File: config.mk
export PLATFORM = sky130hd
export DESIGN_NAME = otter_lsu_mem_master
export DESIGN_NICKNAME = d
export VERILOG_FILES = /design/src/rtl/otter_lsu_pkg.sv /design/src/rtl/otter_load_align.sv /design/src/rtl/otter_lsu_mem_master.sv
export SDC_FILE = /design/constraint.sdc
export NUM_CORES = 1
export LEC_CHECK = 0
export CAP_MARGIN = 20
export CORE_MARGIN = 3
export CORE_UTILIZATION = 45
export DETAILED_ROUTE_END_ITERATION = 10
export PLACE_DENSITY = 0.87
export SLEW_MARGIN = 20
export SYNTH_ARGS = -nofsm -noshare
export SYNTH_HDL_FRONTEND = slang
export SYNTH_SLANG_ARGS = --single-unit
File: constraint.sdc
create_clock -name CLK -period 2.5 [get_ports CLK]
set_clock_uncertainty 0.2 [all_clocks]
set_input_delay 0.5 -clock CLK [delete_from_list [all_inputs] [get_ports CLK]]
set_output_delay 0.5 -clock CLK [all_outputs]
set_load 0.1 [all_outputs]
File: src/rtl/otter_lsu_pkg.sv
// Shared types, size codes and helpers for the OTTER load/store unit data-port master.
package otter_lsu_pkg;

   typedef enum logic [2:0] {
      IDLE,
      RD_ISSUE,
      RD_WAIT,
      WR_ISSUE,
      FINISH
   } lsuState_t;

   localparam logic [1:0]  SZ_BYTE           = 2'd0;
   localparam logic [1:0]  SZ_HALF           = 2'd1;
   localparam logic [1:0]  SZ_WORD           = 2'd2;
   localparam logic [31:0] MMIO_BASE_DEFAULT = 32'h11000000;

   // Size code 3 behaves as a word everywhere in the unit.
   function automatic logic [2:0] nbytes(input logic [1:0] size);
      case (size)
         SZ_BYTE: nbytes = 3'd1;
         SZ_HALF: nbytes = 3'd2;
         default: nbytes = 3'd4;
      endcase
   endfunction

endpackage

File: src/rtl/otter_load_align.sv
// Combinational load assembly: picks nbytes starting at byte offset off out of {w1,w0}
// and zero- or sign-extends them (sign=1 means zero-extend, funct3[2] style).
module otter_load_align
   import otter_lsu_pkg::*;
(
   input  logic [31:0] i_w0,
   input  logic [31:0] i_w1,
   input  logic [1:0]  i_off,
   input  logic [1:0]  i_size,
   input  logic        i_sign,
   output logic [31:0] o_data
);

   logic [31:0] w_shifted;

   assign w_shifted = 32'({i_w1, i_w0} >> {i_off, 3'b000});

   always_comb begin
      o_data = w_shifted;
      case (i_size)
         SZ_BYTE: o_data = i_sign ? {24'h0, w_shifted[7:0]}
                                  : {{24{w_shifted[7]}}, w_shifted[7:0]};
         SZ_HALF: o_data = i_sign ? {16'h0, w_shifted[15:0]}
                                  : {{16{w_shifted[15]}}, w_shifted[15:0]};
         default: o_data = w_shifted;
      endcase
   end

endmodule

File: src/rtl/otter_lsu_mem_master.sv
// Load/store initiator for OTTER memory port 2: splits word-crossing loads into two
// aligned reads and crossing stores into byte writes; all outputs are registered.
module otter_lsu_mem_master
   import otter_lsu_pkg::*;
#(
   parameter logic [31:0] MMIO_BASE = MMIO_BASE_DEFAULT,
   parameter bit          SPLIT_EN  = 1'b1
) (
   input  logic        CLK,
   input  logic        RST,
   input  logic        LSU_REQ,
   input  logic        LSU_WE,
   input  logic [31:0] LSU_ADDR,
   input  logic [31:0] LSU_WDATA,
   input  logic [1:0]  LSU_SIZE,
   input  logic        LSU_SIGN,
   output logic        LSU_BUSY,
   output logic        LSU_DONE,
   output logic [31:0] LSU_RDATA,
   output logic        LSU_MISALIGN,
   output logic [31:0] MEM_ADDR2,
   output logic [31:0] MEM_DIN2,
   output logic        MEM_WRITE2,
   output logic        MEM_READ2,
   output logic [1:0]  MEM_SIZE,
   output logic        MEM_SIGN,
   input  logic [31:0] MEM_DOUT2
);

   lsuState_t   r_state;
   logic [1:0]  r_off;
   logic [1:0]  r_size;
   logic [1:0]  r_cnt;
   logic        r_sign;
   logic        r_cross;
   logic        r_mmio;
   logic        r_second;
   logic [31:0] r_w0;
   logic        r_busy;
   logic        r_done;
   logic        r_misalign;
   logic [31:0] r_rdata;
   logic [31:0] r_memAddr;
   logic [31:0] r_memDin;
   logic        r_memWrite;
   logic        r_memRead;
   logic [1:0]  r_memSize;
   logic        r_memSign;

   logic [2:0]  w_nbytes;
   logic        w_isMmio;
   logic        w_cross;
   logic [31:0] w_alW0;
   logic [31:0] w_alW1;
   logic [31:0] w_aligned;

   assign w_nbytes = nbytes(LSU_SIZE);
   assign w_isMmio = (LSU_ADDR >= MMIO_BASE);
   assign w_cross  = (({2'b00, LSU_ADDR[1:0]} + {1'b0, w_nbytes}) > 4'd4) && !w_isMmio;

   // Data arriving in the final RD_WAIT is the upper word of a split load, else the only word.
   assign w_alW0 = r_cross ? r_w0 : MEM_DOUT2;
   assign w_alW1 = r_cross ? MEM_DOUT2 : 32'h0;

   otter_load_align u_align (
      .i_w0   (w_alW0),
      .i_w1   (w_alW1),
      .i_off  (r_off),
      .i_size (r_size),
      .i_sign (r_sign),
      .o_data (w_aligned)
   );

   always_ff @(posedge CLK) begin
      if (RST) begin
         r_state    <= IDLE;
         r_off      <= 2'd0;
         r_size     <= 2'd0;
         r_cnt      <= 2'd0;
         r_sign     <= 1'b0;
         r_cross    <= 1'b0;
         r_mmio     <= 1'b0;
         r_second   <= 1'b0;
         r_w0       <= 32'h0;
         r_busy     <= 1'b0;
         r_done     <= 1'b0;
         r_misalign <= 1'b0;
         r_rdata    <= 32'h0;
         r_memAddr  <= 32'h0;
         r_memDin   <= 32'h0;
         r_memWrite <= 1'b0;
         r_memRead  <= 1'b0;
         r_memSize  <= 2'd0;
         r_memSign  <= 1'b0;
      end else begin
         case (r_state)
            IDLE: begin
               r_done <= 1'b0;
               if (LSU_REQ) begin
                  r_off      <= LSU_ADDR[1:0];
                  r_size     <= LSU_SIZE;
                  r_sign     <= LSU_SIGN;
                  r_cross    <= w_cross;
                  r_mmio     <= w_isMmio;
                  r_second   <= 1'b0;
                  r_cnt      <= 2'd0;
                  r_busy     <= 1'b1;
                  r_misalign <= w_cross;
                  if (w_cross && !SPLIT_EN) begin
                     r_state <= FINISH;
                     r_done  <= 1'b1;
                  end else if (LSU_WE) begin
                     r_state    <= WR_ISSUE;
                     r_memWrite <= 1'b1;
                     r_memAddr  <= LSU_ADDR;
                     r_memDin   <= LSU_WDATA;
                     r_memSize  <= w_cross ? SZ_BYTE : LSU_SIZE;
                     r_memSign  <= LSU_SIGN;
                  end else begin
                     r_state   <= RD_ISSUE;
                     r_memRead <= 1'b1;
                     r_memAddr <= w_isMmio ? LSU_ADDR : {LSU_ADDR[31:2], 2'b00};
                     r_memSize <= SZ_WORD;
                     r_memSign <= 1'b0;
                  end
               end
            end
            RD_ISSUE: begin
               r_memRead <= 1'b0;
               r_state   <= RD_WAIT;
            end
            RD_WAIT: begin
               if (r_cross && !r_second) begin
                  r_w0      <= MEM_DOUT2;
                  r_second  <= 1'b1;
                  r_memAddr <= r_memAddr + 32'd4;
                  r_memRead <= 1'b1;
                  r_state   <= RD_ISSUE;
               end else begin
                  r_rdata <= r_mmio ? MEM_DOUT2 : w_aligned;
                  r_done  <= 1'b1;
                  r_state <= FINISH;
               end
            end
            WR_ISSUE: begin
               if (!r_cross || ({1'b0, r_cnt} == (nbytes(r_size) - 3'd1))) begin
                  r_memWrite <= 1'b0;
                  r_done     <= 1'b1;
                  r_state    <= FINISH;
               end else begin
                  // Next byte of a crossing store: the low DIN byte always carries the data.
                  r_cnt     <= r_cnt + 2'd1;
                  r_memAddr <= r_memAddr + 32'd1;
                  r_memDin  <= r_memDin >> 8;
               end
            end
            FINISH: begin
               r_done  <= 1'b0;
               r_busy  <= 1'b0;
               r_state <= IDLE;
            end
            default: r_state <= IDLE;
         endcase
      end
   end

   assign LSU_BUSY     = r_busy;
   assign LSU_DONE     = r_done;
   assign LSU_RDATA    = r_rdata;
   assign LSU_MISALIGN = r_misalign;
   assign MEM_ADDR2    = r_memAddr;
   assign MEM_DIN2     = r_memDin;
   assign MEM_WRITE2   = r_memWrite;
   assign MEM_READ2    = r_memRead;
   assign MEM_SIZE     = r_memSize;
   assign MEM_SIGN     = r_memSign;

endmodule

Word level (Yosys, flattened, before mapping). Index checks and enable logic that the tools add are counted.

Register bits: 148. Input bits: 103. Output and inout port bits: 104. Word-level logic and storage cells: 115.

$add $sub $neg: 5. $lt $le $gt $ge: 2. Equality and inequality tests: 14. Shift operators: 1. Muxes and demuxes: 46. Bitwise gates (word level): 1. Reductions and logical operators: 28.

Operator list (number): $mux W32 (11); $pmux W32 S2 (2); $pmux W32 S3 (1); $shr A64 B5 Y32 (1); $add A32 B1 Y32 const B (1); $add A32 B3 Y32 const B (1); $ge A32 B29 Y1 const B (1); $reduce_and A4 Y1 (4); $mux W3 (5); $mux W2 (7); $ne A2 B2 Y1 const B (7); $pmux W3 S2 (2); $pmux W3 S4 (1); $mux W1 (11); $reduce_and A2 Y1 (5); $reduce_and A3 Y1 (3); $reduce_bool A3 Y1 (3); $eq A3 B2 Y1 const B (2); $pmux W1 S2 (3); $pmux W1 S3 (2); $reduce_bool A2 Y1 (3); $add A2 B3 Y4 (1); $eq A2 B1 Y1 const B (2); $gt A4 B3 Y1 const B (1); other kinds (13) (17).

Logic depth before layout (Yosys ltp). Gate-level depths: netlist (run 1).

Depth in word-level cells: 9. Depth in mapped cells: 9.

Cells and area by module. A second synthesis (run 1) with hierarchy kept.

Cells, all modules: 1093. Area total of the unflattened synthesis: 8914.8 um^2.

By module, submodules not included: otter_lsu_mem_master (instances 1, cells each 992, area an instance 7805.0 um^2, seq. area each 2962.8 um^2); otter_load_align (instances 1, cells each 101, area an instance 1109.8 um^2, seq. area each 0.0 um^2).

Least setup slack after synthesis (run 1). No wires, ideal clock.

Path kind: flip-flop to flip-flop. Start point: reg r_memAddr[6] (netlist: MEM_ADDR2[6]). End point: reg r_memAddr[29] (netlist: MEM_ADDR2[29]). Setup time: 118 ps. Arrival time: 2880 ps. Path slack: -698 ps. Stages on the path, launching flop included: 7. Cell sequence: dfxtp_1 nand4_2 or3b_1 buf_2 or4_4 or4_1 o2111a_1.

Cells in the longest elaborated chain, start to end: 3. Elaborated cells on any way between the ends: 5.

RTL lines: start, declared (RTL line otter_lsu_mem_master.sv:43) `logic [31:0] r_memAddr;`; start signal, assigned (RTL line otter_lsu_mem_master.sv:122) `r_memAddr <= w_isMmio ? LSU_ADDR : {LSU_ADDR[31:2], 2'b00};`; start signal, assigned (RTL line otter_lsu_mem_master.sv:136) `r_memAddr <= r_memAddr + 32'd4;`; start signal, assigned (RTL line otter_lsu_mem_master.sv:153) `r_memAddr <= r_memAddr + 32'd1;`; $add A32 B1 Y32 or $add A32 B3 Y32 (tied branches) (RTL line otter_lsu_mem_master.sv:153, otter_lsu_mem_master.sv:136); $mux W32 (on tied branches) (RTL line otter_lsu_mem_master.sv:146, otter_lsu_mem_master.sv:133); $pmux W32 S3 (*) (RTL line otter_lsu_mem_master.sv:96) `case (r_state)`.

Mark *: on every way between the ends. The rest lies on a longest branch, timed or not. The select of a mux whose other input is x is not followed. A chain may end at the register's enable or synchronous reset.

Worst setup path after layout (run 1).
Start point: reg r_size[0]. End point: reg r_memAddr[5] (netlist: MEM_ADDR2[5]).

Cells in the longest elaborated chain, start to end: 9. Elaborated cells on any way between the ends: 10.

RTL lines: start, declared (RTL line otter_lsu_mem_master.sv:32) `logic [1:0] r_size;`; start signal, assigned (RTL line otter_lsu_mem_master.sv:78) `r_size <= 2'd0;`; start signal, assigned (RTL line otter_lsu_mem_master.sv:101) `r_size <= LSU_SIZE;`; $eq A2 B1 Y1 or $logic_not A2 Y1 (tied branches) (RTL line otter_lsu_pkg.sv:19) `case (size)`; $pmux W3 S2 (*) (RTL line otter_lsu_pkg.sv:19); $mux W3 (*) (RTL line otter_lsu_mem_master.sv:96); $mux W3 (*) (RTL line otter_lsu_mem_master.sv:75) `if (RST) begin`; $sub A3 B1 Y3 (*) (RTL line otter_lsu_mem_master.sv:146) `if (!r_cross || ({1'b0, r_cnt} == (nbytes(r_size) - 3'd1))) begin`; $eq A2 B3 Y1 (*) (RTL line otter_lsu_mem_master.sv:146); $logic_or A1 B1 Y1 (*) (RTL line otter_lsu_mem_master.sv:146); $ne A2 B2 Y1 (no source line) (*); $reduce_and A4 Y1 (no source line) (*).

Marked as above.

==> flow_metrics.tcl, run 1 <==
set metrics [dict create \
    run_status "finished clean" \
    ctsLongestPathBuffers 2 \
    synthesis.area_um2 8400 \
    clkLatencyLatePin_ns 0.43 \
    synth.avg_cell_area_um2 8.30 \
    cp_max_stage_delay_ns 0.47 \
    timing.critical_path.arrival_ns 2.59 \
    layout_worst_path_cycle_share_pct 98.0 \
    finalWirelength_um 29200 \
    total_congestion_overflow_after_global_routing 0 \
    share_of_post_route_cells_with_drive_strength_above_1_pct 24.7 \
    dr.pass1.iters 8 \
    post-route-util_pct 64.7 \
    final_period_minus_worst_setup_slack_ns 2.45 \
    end_kind "register" \
    yosysSeqAreaShare_pct 35.3 \
    postLayoutSetupSlackWorst_ns 0.0499 \
    fp.dieH_um 143 \
    grt_first_pass_wirelength_um 46000 \
    timing.hold.worst.class "input pin to register" \
    yosys_register_bits 148 \
    post-synth-top-area-cell "dfxtp_1" \
    synth.top_cells.by_area "dfxtp_1, mux2i_1, a21oi_1" \
    placeableCoreArea_um2 18100 \
    grt_max_degree 58 \
    timing.critical_path.slowest_stage_cell "a221o_2" \
    fin_tns_setup_ns 0 \
    worst_path_dominant_cell_family "compound AO/OA/AOI/OAI gates" \
    whs_ns 0.108 \
    num_rows 49 \
    hold_viol_final 0 \
    total_design_power_uw 8820 \
    place.detailed.hpwl_um 20700 \
    numCtsBuffers 17 \
    worst_slew_pin_slew_ns 0.830 \
    antenna_violations_before_repair 0 \
    io_buffer_count 206 \
    endpoint_required_time_on_the_critical_path_ns 2.64 \
    wl_met1_um 11300 \
    drv_slew 0 \
    io_pins 207 \
    vdd.ir_drop.worst_mv 0.525 \
    detailedRoute.firstIterationViolations 924 \
    wl_met2_um 14000 \
    postSynth.topFlopCell "dfxtp_1" \
    timing.critical_path.cells "or2_4 -> ha_4 -> xnor2_4 -> a221o_2 -> a31oi_2 -> buf_4 -> o21ai_0 -> a21oi_1" \
    die_area_um2 20400 \
    antenna-diode-count 0 \
    synth_warnings 0 \
    slew_headroom_pct 44.5 \
    dr.max_layer_used "met4" \
    synth_unique_cells 70 \
    cts_tree "built" \
    critPathKind "register to register" \
    synth_largest_type_area_fraction_pct 35.3 \
    cts.htree.levels 4 \
    area.growth.synth_to_final_pct 39.6 \
    crit_path_max_fanout 6 \
    tritoncts_num_sinks 148 \
    preCtsSetupSlack_ns -0.370 \
    initial_core_util_pct 46.3 \
    gp_congestion 0.945 \
    rsz0062_at_grt "yes" \
    viasPerCell 6.28 \
    layout.filler_cells 1466 \
    power_density_nw_per_um2 751 \
    wl_per_cell_um 19.7 \
    route.antenna.remaining_nets 0 \
    post_synth_inst_count 1013 \
    leakagePower_uw 0.00444 \
    grt_usage_pct 27.8 \
    synthesized_net_count 1122 \
    fp.dieW_um 143 \
    critical_path_buf_inv_count 1 \
    grt_pass1_vias 8934 \
    drc_errors 0 \
    max_cap_viol_count 0 \
    timing.fmax_mhz 408 \
    final_net_count 1349 \
    setup-violations-final 0 \
    startpoint_type "register" \
    via_count_of_the_routed_design 9301 \
    synth_async_sr_flop_share_pct 0 \
    cts.reportedPaths.clkPinSlew_ns 0.06 \
    routed-wl-met3_um 2860 \
    post_synth_edffs 0 \
    ctsRootBufferMaster "clkbuf_16" \
]
==> cell type report <==
cell class,instances,area (µm²),share of cell area (%)
Multi-Input combinational cell,754,5140,43.8
Inverter,23,86.3,0.736
Clock inverter,13,114,0.970
Sequential cell,148,3050,26.0
Tap cell,229,287,2.44
Clock buffer,19,443,3.77
Timing Repair Buffer,296,2610,22.3
==> placed cells by master, fill, tap and decap left out, types with 7 or more instances in the layout <==
cell and instances:
a31oi_1 8, nand4_1 16, dfxtp_2 12, o311ai_0 9, nor2_1 45, nand2_1 142
a221oi_1 12, dfxtp_1 117, nor3_1 10, nand3_1 18, a211oi_1 13, nor2b_1 7
a21oi_1 110, a22oi_1 21, buf_4 184, clkbuf_16 17, mux2_2 7, mux4_2 17
o21a_1 7, clkdlybuf4s50_1 101, o21ai_0 76, a311oi_1 24, o22ai_1 16, o311ai_1 8
inv_1 23, buf_12 11, dfxtp_4 19, nor4_1 10, mux2i_1 73
==> sequential cells by signal, indices dropped and copies added (netlist names), 2 cells and up <==
name	count
LSU_RDATA	32
MEM_ADDR2	32
MEM_DIN2	32
r_w0	32
r_state	3
MEM_SIZE	2
r_cnt	2
r_off	2
r_size	2
==> what timing repair did <==
item	in CTS	in global routing
hold buffers	0	0
endpoints found under the setup margin	19	34
buffers inserted	0	2
gates resized for setup	2	22
pin swaps	0	3
==> Yosys cell counts (3+ instances only) <==
library cell,count
a211oi_1,13
a21oi_1,113
a221oi_1,12
a22oi_1,21
a2bb2oi_1,6
a311oi_1,24
a31oi_1,11
a32o_1,3
a32oi_1,6
a41oi_1,4
and2_1,4
and3_1,4
buf_1,7
buf_2,10
buf_4,5
clkbuf_1,65
dfxtp_1,148
ha_1,5
inv_1,23
mux2_2,7
mux2i_1,73
mux4_2,17
nand2_1,142
nand2b_1,7
nand3_1,19
nand4_1,16
nor2_1,45
nor2b_1,7
nor3_1,11
nor4_1,11
nor4bb_1,3
o21a_1,7
o21ai_0,79
o22ai_1,16
o311ai_0,18
o32ai_1,3
or3_1,3
or4_1,3
==> metal layers <==
layer  vias to the layer above  track usage [%]
li1                       4286                -
met1                      4392             34.4
met2                       528             45.4
met3                        95             7.64
met4                         0             12.3
met5                         -                0
==> per-stage QoR <==
| stage | instance area, µm² | std cells |
|---|---|---|
| global route | 11700 | 1482 |
| CTS | 11600 | 1480 |
| floorplan | 8570 | 1013 |
| global placement | 11100 | 1448 |
| detailed placement | 11100 | 1448 |
| finish | 11700 | 1482 |
==> cell families after synthesis <==
| family | count (synthesis) | share of synthesized area (%) |
|---|---|---|
| AO/OA/AOI/OAI | 359 | 27.7 |
| XOR/XNOR | 1 | 0.104 |
| adder cells (fa/ha/maj) | 6 | 0.983 |
| buffers and inverters | 111 | 5.42 |
| flip-flops | 148 | 35.3 |
| multiplexers | 97 | 14.2 |
| AND/OR/NAND/NOR | 291 | 16.4 |
==> worst paths after layout <==
check             cells after the start                          to  slack [ns]                       start
setup / recovery                      8   MEM_ADDR2[5]$_SDFFE_PP0P_        0.05      r_size[0]$_SDFFE_PP0P_
hold / removal                        2   MEM_ADDR2[1]$_SDFFE_PP0P_        0.11                         RST
setup reg to reg                      8   MEM_ADDR2[5]$_SDFFE_PP0P_        0.05      r_size[0]$_SDFFE_PP0P_
hold reg to reg                       2  LSU_RDATA[15]$_SDFFE_PP0P_        0.26  LSU_RDATA[15]$_SDFFE_PP0P_
==> power breakdown <==
group	switching (µW)	leakage [µW]	internal [µW]	total (µW)
registers	256	0.00122	2590	2840
clock network	1130	0.000271	1330	2460
logic	2400	0.00295	1120	3520
total	3780	0.00444	5040	8820
Power figures use the tool's default switching activity.
==> run 2, diff against run 1 <==
- CAP_MARGIN: 20 -> not set
==> results of run 2 <==
Final layout, timing and power as in run 1 (identical DEF).
